--- config.mk ---
export PLATFORM = sky130hd
export DESIGN_NAME = station_rr_merge_flat
export DESIGN_NICKNAME = d
export VERILOG_FILES = /design/src/rtl/station_rr_merge_if.sv /design/src/rtl/station_rr_merge.sv /design/src/flat_wrapper.sv
export SDC_FILE = /design/constraint.sdc
export NUM_CORES = 1
export LEC_CHECK = 0
export ABC_CLOCK_PERIOD_IN_PS = 4000
export CORE_ASPECT_RATIO = 0.9
export CORE_MARGIN = 4
export CORE_UTILIZATION = 45
export DETAILED_ROUTE_END_ITERATION = 8
export PLACE_DENSITY = 0.67
export REMOVE_ABC_BUFFERS = 1
export SLEW_MARGIN = 10
export SYNTH_ARGS = -nofsm -noshare
export SYNTH_HDL_FRONTEND = slang
export SYNTH_SLANG_ARGS = --single-unit
--- constraint.sdc ---
create_clock -name clk -period 4 [get_ports clk]
set_input_delay 0.4 -clock clk [delete_from_list [all_inputs] [get_ports clk]]
set_output_delay 0.4 -clock clk [all_outputs]
set_load 0.005 [all_outputs]
--- src/rtl/station_rr_merge_if.sv ---
// station_rr_merge_if: handshake bundle for the round-robin token merge station.
interface station_rr_merge_if #(
    parameter int PC_WIDTH   = 8,
    parameter int CC_ID_BITS = 2,
    parameter int NUM_IN     = 4
);
    localparam int TW = PC_WIDTH + CC_ID_BITS;
    logic [NUM_IN-1:0]        in_valid;
    logic [NUM_IN*TW-1:0]     in_data;
    logic [NUM_IN-1:0]        in_ready;
    logic                     out_valid;
    logic [TW-1:0]            out_data;
    logic                     out_ready;
    logic [2**CC_ID_BITS-1:0] present_cc_id;
    logic                     full;
    logic                     running;
    modport master (
        output in_valid, in_data, out_ready,
        input  in_ready, out_valid, out_data, present_cc_id, full, running
    );
    modport slave (
        input  in_valid, in_data, out_ready,
        output in_ready, out_valid, out_data, present_cc_id, full, running
    );
endinterface

--- src/rtl/station_rr_merge.sv ---
// station_rr_merge: NUM_IN-to-1 round-robin token merge through a FIFO with per-CC occupancy.
// Optional STATION_RR_MERGE_STATS_EN adds hwm (count high-water mark) and stall_cnt outputs.
module station_rr_merge #(
    parameter int PC_WIDTH         = 8,
    parameter int CC_ID_BITS       = 2,
    parameter int NUM_IN           = 4,
    parameter int FIFO_COUNT_WIDTH = 3
) (
    input logic clk,
    input logic rst,
    station_rr_merge_if.slave bus
`ifdef STATION_RR_MERGE_STATS_EN
    ,
    output logic [FIFO_COUNT_WIDTH:0] hwm,
    output logic [15:0]               stall_cnt
`endif
);
    localparam int TW    = PC_WIDTH + CC_ID_BITS;
    localparam int DEPTH = 2 ** FIFO_COUNT_WIDTH;
    localparam int IW    = $clog2(NUM_IN);
    localparam int CW    = FIFO_COUNT_WIDTH + 1;
    localparam int NCC   = 2 ** CC_ID_BITS;

    logic [TW-1:0]               mem [DEPTH];
    logic [FIFO_COUNT_WIDTH-1:0] wr_ptr, rd_ptr;
    logic [CW-1:0]               count, count_next;
    logic [IW-1:0]               rr, gnt, idx;
    logic                        found, push, pop, valid;
    logic [TW-1:0]               push_data, head;
    logic [CC_ID_BITS-1:0]       push_cc, pop_cc;

    // First valid input after the last granted one wins.
    always_comb begin
        found = 1'b0;
        gnt   = '0;
        idx   = '0;
        for (int k = 1; k <= NUM_IN; k++) begin
            idx = IW'((int'(rr) + k) % NUM_IN);
            if (!found && bus.in_valid[idx]) begin
                found = 1'b1;
                gnt   = idx;
            end
        end
    end

    assign valid      = count != '0 && !rst;
    assign push       = found && count < CW'(DEPTH) && !rst;
    assign pop        = valid && bus.out_ready;
    assign push_data  = bus.in_data[gnt*TW +: TW];
    assign head       = mem[rd_ptr];
    assign push_cc    = push_data[TW-1 -: CC_ID_BITS];
    assign pop_cc     = head[TW-1 -: CC_ID_BITS];
    assign count_next = count + CW'(push) - CW'(pop);

    assign bus.in_ready  = push ? NUM_IN'(1) << gnt : '0;
    assign bus.out_valid = valid;
    assign bus.out_data  = valid ? head : '0;
    assign bus.full      = count == CW'(DEPTH);
    assign bus.running   = |bus.in_valid || valid;

    always_ff @(posedge clk) begin
        if (rst) begin
            count  <= '0;
            wr_ptr <= '0;
            rd_ptr <= '0;
            rr     <= IW'(NUM_IN - 1);
        end else begin
            count <= count_next;
            if (push) begin
                wr_ptr <= wr_ptr + 1'b1;
                rr     <= gnt;
            end
            if (pop) rd_ptr <= rd_ptr + 1'b1;
        end
    end

    always_ff @(posedge clk) begin
        if (push) mem[wr_ptr] <= push_data;
    end

    for (genvar c = 0; c < NCC; c++) begin : g_cc
        logic [CW-1:0] cnt;
        always_ff @(posedge clk) begin
            if (rst) cnt <= '0;
            else cnt <= cnt + CW'(push && push_cc == CC_ID_BITS'(c)) - CW'(pop && pop_cc == CC_ID_BITS'(c));
        end
        assign bus.present_cc_id[c] = cnt != '0;
    end

`ifdef STATION_RR_MERGE_STATS_EN
    always_ff @(posedge clk) begin
        if (rst) begin
            hwm       <= '0;
            stall_cnt <= '0;
        end else begin
            if (count_next > hwm) hwm <= count_next;
            if (|bus.in_valid && bus.full && stall_cnt != 16'hFFFF) stall_cnt <= stall_cnt + 16'd1;
        end
    end
`endif
endmodule

--- src/flat_wrapper.sv ---
// flat-port wrapper written by rule: the top's interface ports become plain ports
module station_rr_merge_flat 
#(
    parameter int PC_WIDTH         = 8,
    parameter int CC_ID_BITS       = 2,
    parameter int NUM_IN           = 4,
    parameter int FIFO_COUNT_WIDTH = 3
)
  (clk, rst, bus_in_valid, bus_in_data, bus_out_ready, bus_in_ready, bus_out_valid, bus_out_data, bus_present_cc_id, bus_full, bus_running);
  station_rr_merge_if #(.PC_WIDTH(PC_WIDTH), .CC_ID_BITS(CC_ID_BITS), .NUM_IN(NUM_IN)) bus_i ();
  input logic clk;
  input logic rst;
  input wire logic [$bits(bus_i.in_valid)-1:0] bus_in_valid;
  input wire logic [$bits(bus_i.in_data)-1:0] bus_in_data;
  input wire logic [$bits(bus_i.out_ready)-1:0] bus_out_ready;
  output wire logic [$bits(bus_i.in_ready)-1:0] bus_in_ready;
  output wire logic [$bits(bus_i.out_valid)-1:0] bus_out_valid;
  output wire logic [$bits(bus_i.out_data)-1:0] bus_out_data;
  output wire logic [$bits(bus_i.present_cc_id)-1:0] bus_present_cc_id;
  output wire logic [$bits(bus_i.full)-1:0] bus_full;
  output wire logic [$bits(bus_i.running)-1:0] bus_running;
  assign bus_i.in_valid = bus_in_valid;
  assign bus_i.in_data = bus_in_data;
  assign bus_i.out_ready = bus_out_ready;
  assign bus_in_ready = bus_i.in_ready;
  assign bus_out_valid = bus_i.out_valid;
  assign bus_out_data = bus_i.out_data;
  assign bus_present_cc_id = bus_i.present_cc_id;
  assign bus_full = bus_i.full;
  assign bus_running = bus_i.running;
  station_rr_merge #(.PC_WIDTH(PC_WIDTH), .CC_ID_BITS(CC_ID_BITS), .NUM_IN(NUM_IN), .FIFO_COUNT_WIDTH(FIFO_COUNT_WIDTH)) u_core (.clk(clk), .rst(rst), .bus(bus_i));
endmodule
==> impl_metrics.env, run 1 <==
export IMPL_status="finished clean"
export IMPL_grt_pass1_wl_microns=16900
export IMPL_drv_cap=0
export IMPL_antenna_found_initial=0
export IMPL_synth_most_common_cell="edfxtp_1"
export IMPL_crit_fanout=12
export IMPL_cts_max_path_buffers=2
export IMPL_power_density_nw_per_um2=586
export IMPL_met3_length_microns=393
export IMPL_seq_area_sq_um=3020
export IMPL_hp_class="reg -> reg"
export IMPL_rows=37
export IMPL_synthCells=389
export IMPL_yosys_area_top_type="edfxtp_1"
export IMPL_num_antenna_cells=0
export IMPL_tritoncts="done"
export IMPL_die_x_microns=122
export IMPL_numClockSinks=111
export IMPL_fin_worst_skew_ns=0.00862
export IMPL_ant_nets=0
export IMPL_holdBufCountCts=0
export IMPL_final_hold_violation_count=0
export IMPL_path_clk_slew_ns=0.07
export IMPL_critPathRequiredTime_ns=4.23
export IMPL_synth_commonest_cells="80 x edfxtp_1, 44 x nor2_1, 37 x inv_1"
export IMPL_grt_usage_pct=16.1
export IMPL_setup_viol=0
export IMPL_place_hpwl_microns=7500
export IMPL_period_minus_slack_ns=3.32
export IMPL_synth_top_area_share_pct=45.3
export IMPL_place_congestion=0.757
export IMPL_slew_violations=0
export IMPL_vias=3206
export IMPL_fmax_mhz=302
export IMPL_htreeDepth=3
export IMPL_clockRootBuffer="clkbuf_16"
export IMPL_path_class="in -> reg"
export IMPL_cellLeakagePower_nw=2.38
export IMPL_post_cts_buffers=0
export IMPL_setup_tns_ns=0
export IMPL_critPathCaptureType="flip-flop"
export IMPL_worstPathArrival_ns=3.54
export IMPL_synth_edf_count=80
export IMPL_wl_microns=10200
export IMPL_fin_crit_sh_pct=82.9
export IMPL_cts_resized=0
export IMPL_vias_per_cell=5.07
export IMPL_whs_ns=0.530
export IMPL_synth_area_sq_um=5300
export IMPL_worstMarginPinSlew_ns=0.828
export IMPL_nNetsFinal=551
export IMPL_vdd_ir_drop_max_mv=0.249
export IMPL_die_y_microns=111
export IMPL_wire_per_inst_microns=16.1
export IMPL_grt_setup_unrepaired="false"
export IMPL_overflow=0
export IMPL_yosys_warnings=0
export IMPL_grt_max_degree=32
export IMPL_multi_input_area_sq_um=2090
export IMPL_drtIter0Drc=190
export IMPL_drive_above_1_share_pct=13.2
export IMPL_dieArea_sq_um=13600
export IMPL_avgSynthCellArea_sq_um=13.6
export IMPL_yosys_register_bits=111
export IMPL_port_buffers=67
export IMPL_async_flop_share_pct=0
export IMPL_clock_latency_ns=0.35
export IMPL_dr_pass1_iters=4
export IMPL_grt_pass1_vias=3408
export IMPL_fillers=975
export IMPL_core_sq_um=11500
export IMPL_max_slew_margin_pct=43.2
export IMPL_drc=0
export IMPL_cts_buffers_inserted=9
export IMPL_start_kind="primary input"
export IMPL_synth_seq_area_share_pct=57.0
export IMPL_synth_ff_type="edfxtp_1"
export IMPL_synth_area_leaders="edfxtp_1 45%, dfxtp_1 12%, mux4_2 8.9%"
export IMPL_dr_wl_met2_microns=4780
export IMPL_dr_max_layer_used="met4"
export IMPL_wl_met1_microns=4810
export IMPL_power_w=0.00382
export IMPL_pin_count=68
export IMPL_syn_to_final_growth_pct=22.9
export IMPL_yosysUniqueCellTypes=43
export IMPL_start_util_pct=46.2
==> flip-flops by register name, summed over array words and instances (netlist names), named ones only <==
signal and flops:
u_core.g_cc.cnt 16, u_core.count 4, u_core.mem 80, u_core.wr_ptr 3
u_core.rr 2, u_core.rd_ptr 3
==> cell usage in the layout, fill, tap and decap left out, types with 3 or more instances in the layout <==
master	synthesis	layout
nand2_1	12	12
dfxtp_1	31	31
edfxtp_1	80	80
xnor2_1	7	7
buf_4	0	17
ha_1	28	28
nand3_1	5	5
inv_1	37	37
clkbuf_16	0	9
mux4_2	21	21
mux2i_1	34	34
nor2_1	44	44
nor2b_1	6	6
nand2b_1	3	3
a21o_1	7	7
nor3_1	8	7
a211o_1	4	4
a21oi_1	8	8
xor2_1	7	7
fa_1	5	5
clkdlybuf4s50_1	0	67
==> critical path: stages <==
cell and delay (ns):
clkdlybuf4s50_1 0.54, or2b_1 0.29, a21oi_2 0.23, or3_4 0.18, mux4_2 0.61, a21bo_1 0.23, ha_1 0.21, inv_1 0.05
ha_1 0.15, inv_1 0.05, fa_1 0.37, xor2_1 0.17, nor2_1 0.05
==> logic make-up after synthesis <==
logic type               after synthesis  share of synthesized area [%]
multiplexers                          55                           15.3
buffers and inverters                 50                           3.82
adder cells (fa/ha/maj)               33                           8.49
XOR/XNOR                              14                           2.31
AO/OA/AOI/OAI                         29                           4.01
AND/OR/NAND/NOR                       97                           9.01
flip-flops                           111                           57.0
==> power by group <==
group	internal, W	total [W]	switching, W
registers	0.00149	0.00159	0.000101
logic	0.000714	0.00140	0.000690
clock network	0.000424	0.000821	0.000397
==> per-layer routing <==
layer,up-vias,GRT usage [%]
met4,0,5.75
met1,1556,22.5
met5,-,0
li1,1570,-
met2,64,24.8
met3,16,3.42
==> area by class of cell <==
cell class / instances / share of cell area, %
clock buffers: 9 / 3.46
well taps: 156 / 3.00
flip-flops and latches: 111 / 46.4
inverters: 37 / 2.13
clock inverters: 7 / 0.711
repair buffers: 84 / 12.3
multi-input cells: 228 / 32.1
==> worst paths after layout <==
kind | start | endpoint | slack [ns] | cells after the start
worst max register to register | flip-flop | u_core.g_cc[2].cnt[2] | 0.88 | 12
worst min-delay path | u_core.rd_ptr[2] | flip-flop | 0.53 | 2
worst max-delay path | bus_in_valid[1] | u_core.g_cc[2].cnt[2] | 0.68 | 13
worst min register to register | u_core.rd_ptr[2] | flip-flop | 0.53 | 2
==> metrics by stage <==
step / instances / instance area [sq um] / setup WS [ns] / utilization (%)
3_3_place_gp: 616 / 6240 / 0.430 / 54.4
6_report: 632 / 6520 / 0.683 / 56.7
2_1_floorplan: 376 / 5240 / 0.744 / -
5_1_grt: 632 / 6520 / 0.544 / 56.7
3_5_place_dp: 616 / 6240 / 0.299 / 54.4
4_1_cts: 632 / 6520 / 0.668 / 56.7
Note: power is estimated with default switching activity, not from simulation.
==> inputs of run 2 (changes only) <==
ABC_CLOCK_PERIOD_IN_PS = 3150   (was 4000)
clock period = 3.15 ns   (was 4 ns; I/O delays follow)
==> run 2 against run 1 <==
- sequential cell count unchanged
- global-route usage increased by 0.36 points
- final area increased by 3.5%
- via count increased by 3.6%
- clock skew decreased by 0.0031 ns
- combinational power increased by 36%
- sequential power increased by 27%
- hold slack improved by 0.0068 ns
- setup slack got worse by 0.53 ns
- register-to-register slack got worse by 0.60 ns
- sequential share of layout area decreased by 1.6 points
- critical path type unchanged
- critical endpoint unchanged
==> impl_metrics.env, run 2 (synthesis results as in run 1) <==
export IMPL_final_hold_violation_count=0
export IMPL_final_cell_mix="80 x edfxtp_1, 67 x clkdlybuf4s50_1, 45 x buf_4"
export IMPL_start_util_pct=46.2
export IMPL_p_int_w=0.00350
export IMPL_worstMarginPinSlew_ns=0.727
export IMPL_rows=37
export IMPL_grt_pass1_vias=3447
export IMPL_tritoncts="done"
export IMPL_place_congestion=0.863
export IMPL_drtIter0Drc=180
export IMPL_vias_per_cell=5.03
export IMPL_whs_ns=0.537
export IMPL_power_density_nw_per_um2=741
export IMPL_dp_cells=644
export IMPL_cp_top_family="adder cells"
export IMPL_vdd_ir_drop_max_mv=0.329
export IMPL_grt_setup_unrepaired="false"
export IMPL_num_antenna_cells=0
export IMPL_place_hpwl_microns=7680
export IMPL_max_slew_margin_pct=50.1
export IMPL_cts_buffers_inserted=9
export IMPL_status="finished clean"
export IMPL_fin_crit_sh_pct=95.3
export IMPL_grt_max_degree=30
export IMPL_fin_worst_skew_ns=0.00549
export IMPL_vias=3320
export IMPL_critPathRequiredTime_ns=3.37
export IMPL_die_y_microns=111
export IMPL_setup_viol=0
export IMPL_clock_latency_ns=0.34
export IMPL_clockRootBuffer="clkbuf_16"
export IMPL_path_cells="clkdlybuf4s50_1, nor2b_1, o21a_4, or3_4, mux4_2, a21bo_1, ha_1, inv_1, ha_1, inv_1, fa_1, xor2_1, nor2_1"
export IMPL_fmax_mhz=333
export IMPL_largest_registers="u_core.mem x80, u_core.g_cc.cnt x16, u_core.count x4"
export IMPL_crit_fanout=4
export IMPL_setup_tns_ns=0
export IMPL_cts_max_path_buffers=2
export IMPL_pwr_share_seq_pct=40.5
export IMPL_postPlaceCellArea_sq_um=6450
export IMPL_path_buf_inv=3
export IMPL_wire_per_inst_microns=15.7
export IMPL_core_sq_um=11500
export IMPL_overflow=0
export IMPL_p_comb_share_pct=38.0
export IMPL_slew_violations=0
export IMPL_grt_pass1_wl_microns=17200
export IMPL_holdBufCountCts=0
export IMPL_fin_cells=660
export IMPL_port_buffers=67
export IMPL_pin_count=68
export IMPL_post_cts_buffers=0
export IMPL_drive_above_1_share_pct=17.9
export IMPL_slowest_stage="clkdlybuf4s50_1"
export IMPL_ant_nets=0
export IMPL_regMostFlops="u_core.mem"
export IMPL_die_x_microns=122
export IMPL_syn_to_final_growth_pct=27.2
export IMPL_slowest_delay_ns=0.47
export IMPL_nNetsFinal=579
export IMPL_largest_reg_flops=80
export IMPL_antenna_found_initial=0
export IMPL_drv_cap=0
export IMPL_htreeDepth=3
export IMPL_numClockSinks=111
export IMPL_dr_pass1_iters=4
export IMPL_switching_share_pct=30.1
export IMPL_critPathCaptureType="flip-flop"
export IMPL_final_area_sq_um=6740
export IMPL_path_class="in -> reg"
export IMPL_cellLeakagePower_nw=2.51
export IMPL_path_clk_slew_ns=0.07
export IMPL_wl_microns=10400
export IMPL_grt_usage_pct=16.4
export IMPL_hp_class="reg -> reg"
export IMPL_power_w=0.00500
export IMPL_layout_commonest_cell="edfxtp_1"
export IMPL_drc=0
export IMPL_p_clk_share_pct=21.5
export IMPL_dieArea_sq_um=13600
export IMPL_power_switching_w=0.00150
export IMPL_period_minus_slack_ns=3.00
export IMPL_start_kind="primary input"
export IMPL_worstPathArrival_ns=3.22
[run 2: what timing repair did]
action,CTS,global route
gates resized for setup,0,1
endpoints found under the setup margin,0,3
endpoints found under the hold margin,0,0
[run 2: power groups by stage]
stage / sequential (W) / clock (W) / combinational [W]
after floorplan: 0.00205 / 0 / 0.00114
after CTS: 0.00202 / 0.00111 / 0.00193
final: 0.00202 / 0.00107 / 0.00190
after detailed placement: 0.00205 / 0 / 0.00192
after global placement: 0.00204 / 0 / 0.00185
after global routing: 0.00205 / 0.00116 / 0.00214
[run 2: path summary, 6_finish.rpt]
check                           depth (start not counted)             start  slack [ns]                    end
worst max-delay path                                   13   bus_in_valid[1]        0.15  u_core.g_cc[2].cnt[2]
worst min-delay path                                    2  u_core.rd_ptr[1]        0.54              flip-flop
worst max register to register                         11         flip-flop        0.28  u_core.g_cc[1].cnt[2]
worst min register to register                          2  u_core.rd_ptr[1]        0.54              flip-flop
[run 2: tightest hold or removal path, stage by stage (launching register included)]
cell      delay, ns
dfxtp_1        0.31
nand2b_1       0.06
o21ai_0        0.10
[run 2: layer usage]
layer / up-vias / part of all wire, % / GRT usage (%)
met5: - / 0 / 0
met4: 0 / 1.0 / 4.40
met3: 8 / 4.7 / 3.78
met2: 75 / 50 / 26.8
met1: 1612 / 44 / 22.2
li1: 1625 / - / -
[run 2: per-stage QoR]
step	utilization (%)	worst slack, ns
2_1_floorplan	-	-0.0458
5_1_grt	58.7	0.0526
6_report	58.7	0.149
3_3_place_gp	56.2	-0.132
3_5_place_dp	56.2	-0.210
4_1_cts	58.7	0.156
[run 2: area by class of cell]
| type | count | area, sq um |
|---|---|---|
| repair buffers | 112 | 1010 |
| fillers | 950 | 4740 |
| flip-flops and latches | 111 | 3020 |
| clock buffers | 14 | 275 |
| inverters | 37 | 139 |
| multi-input cells | 228 | 2090 |
| clock inverters | 2 | 13.8 |
| well taps | 156 | 195 |
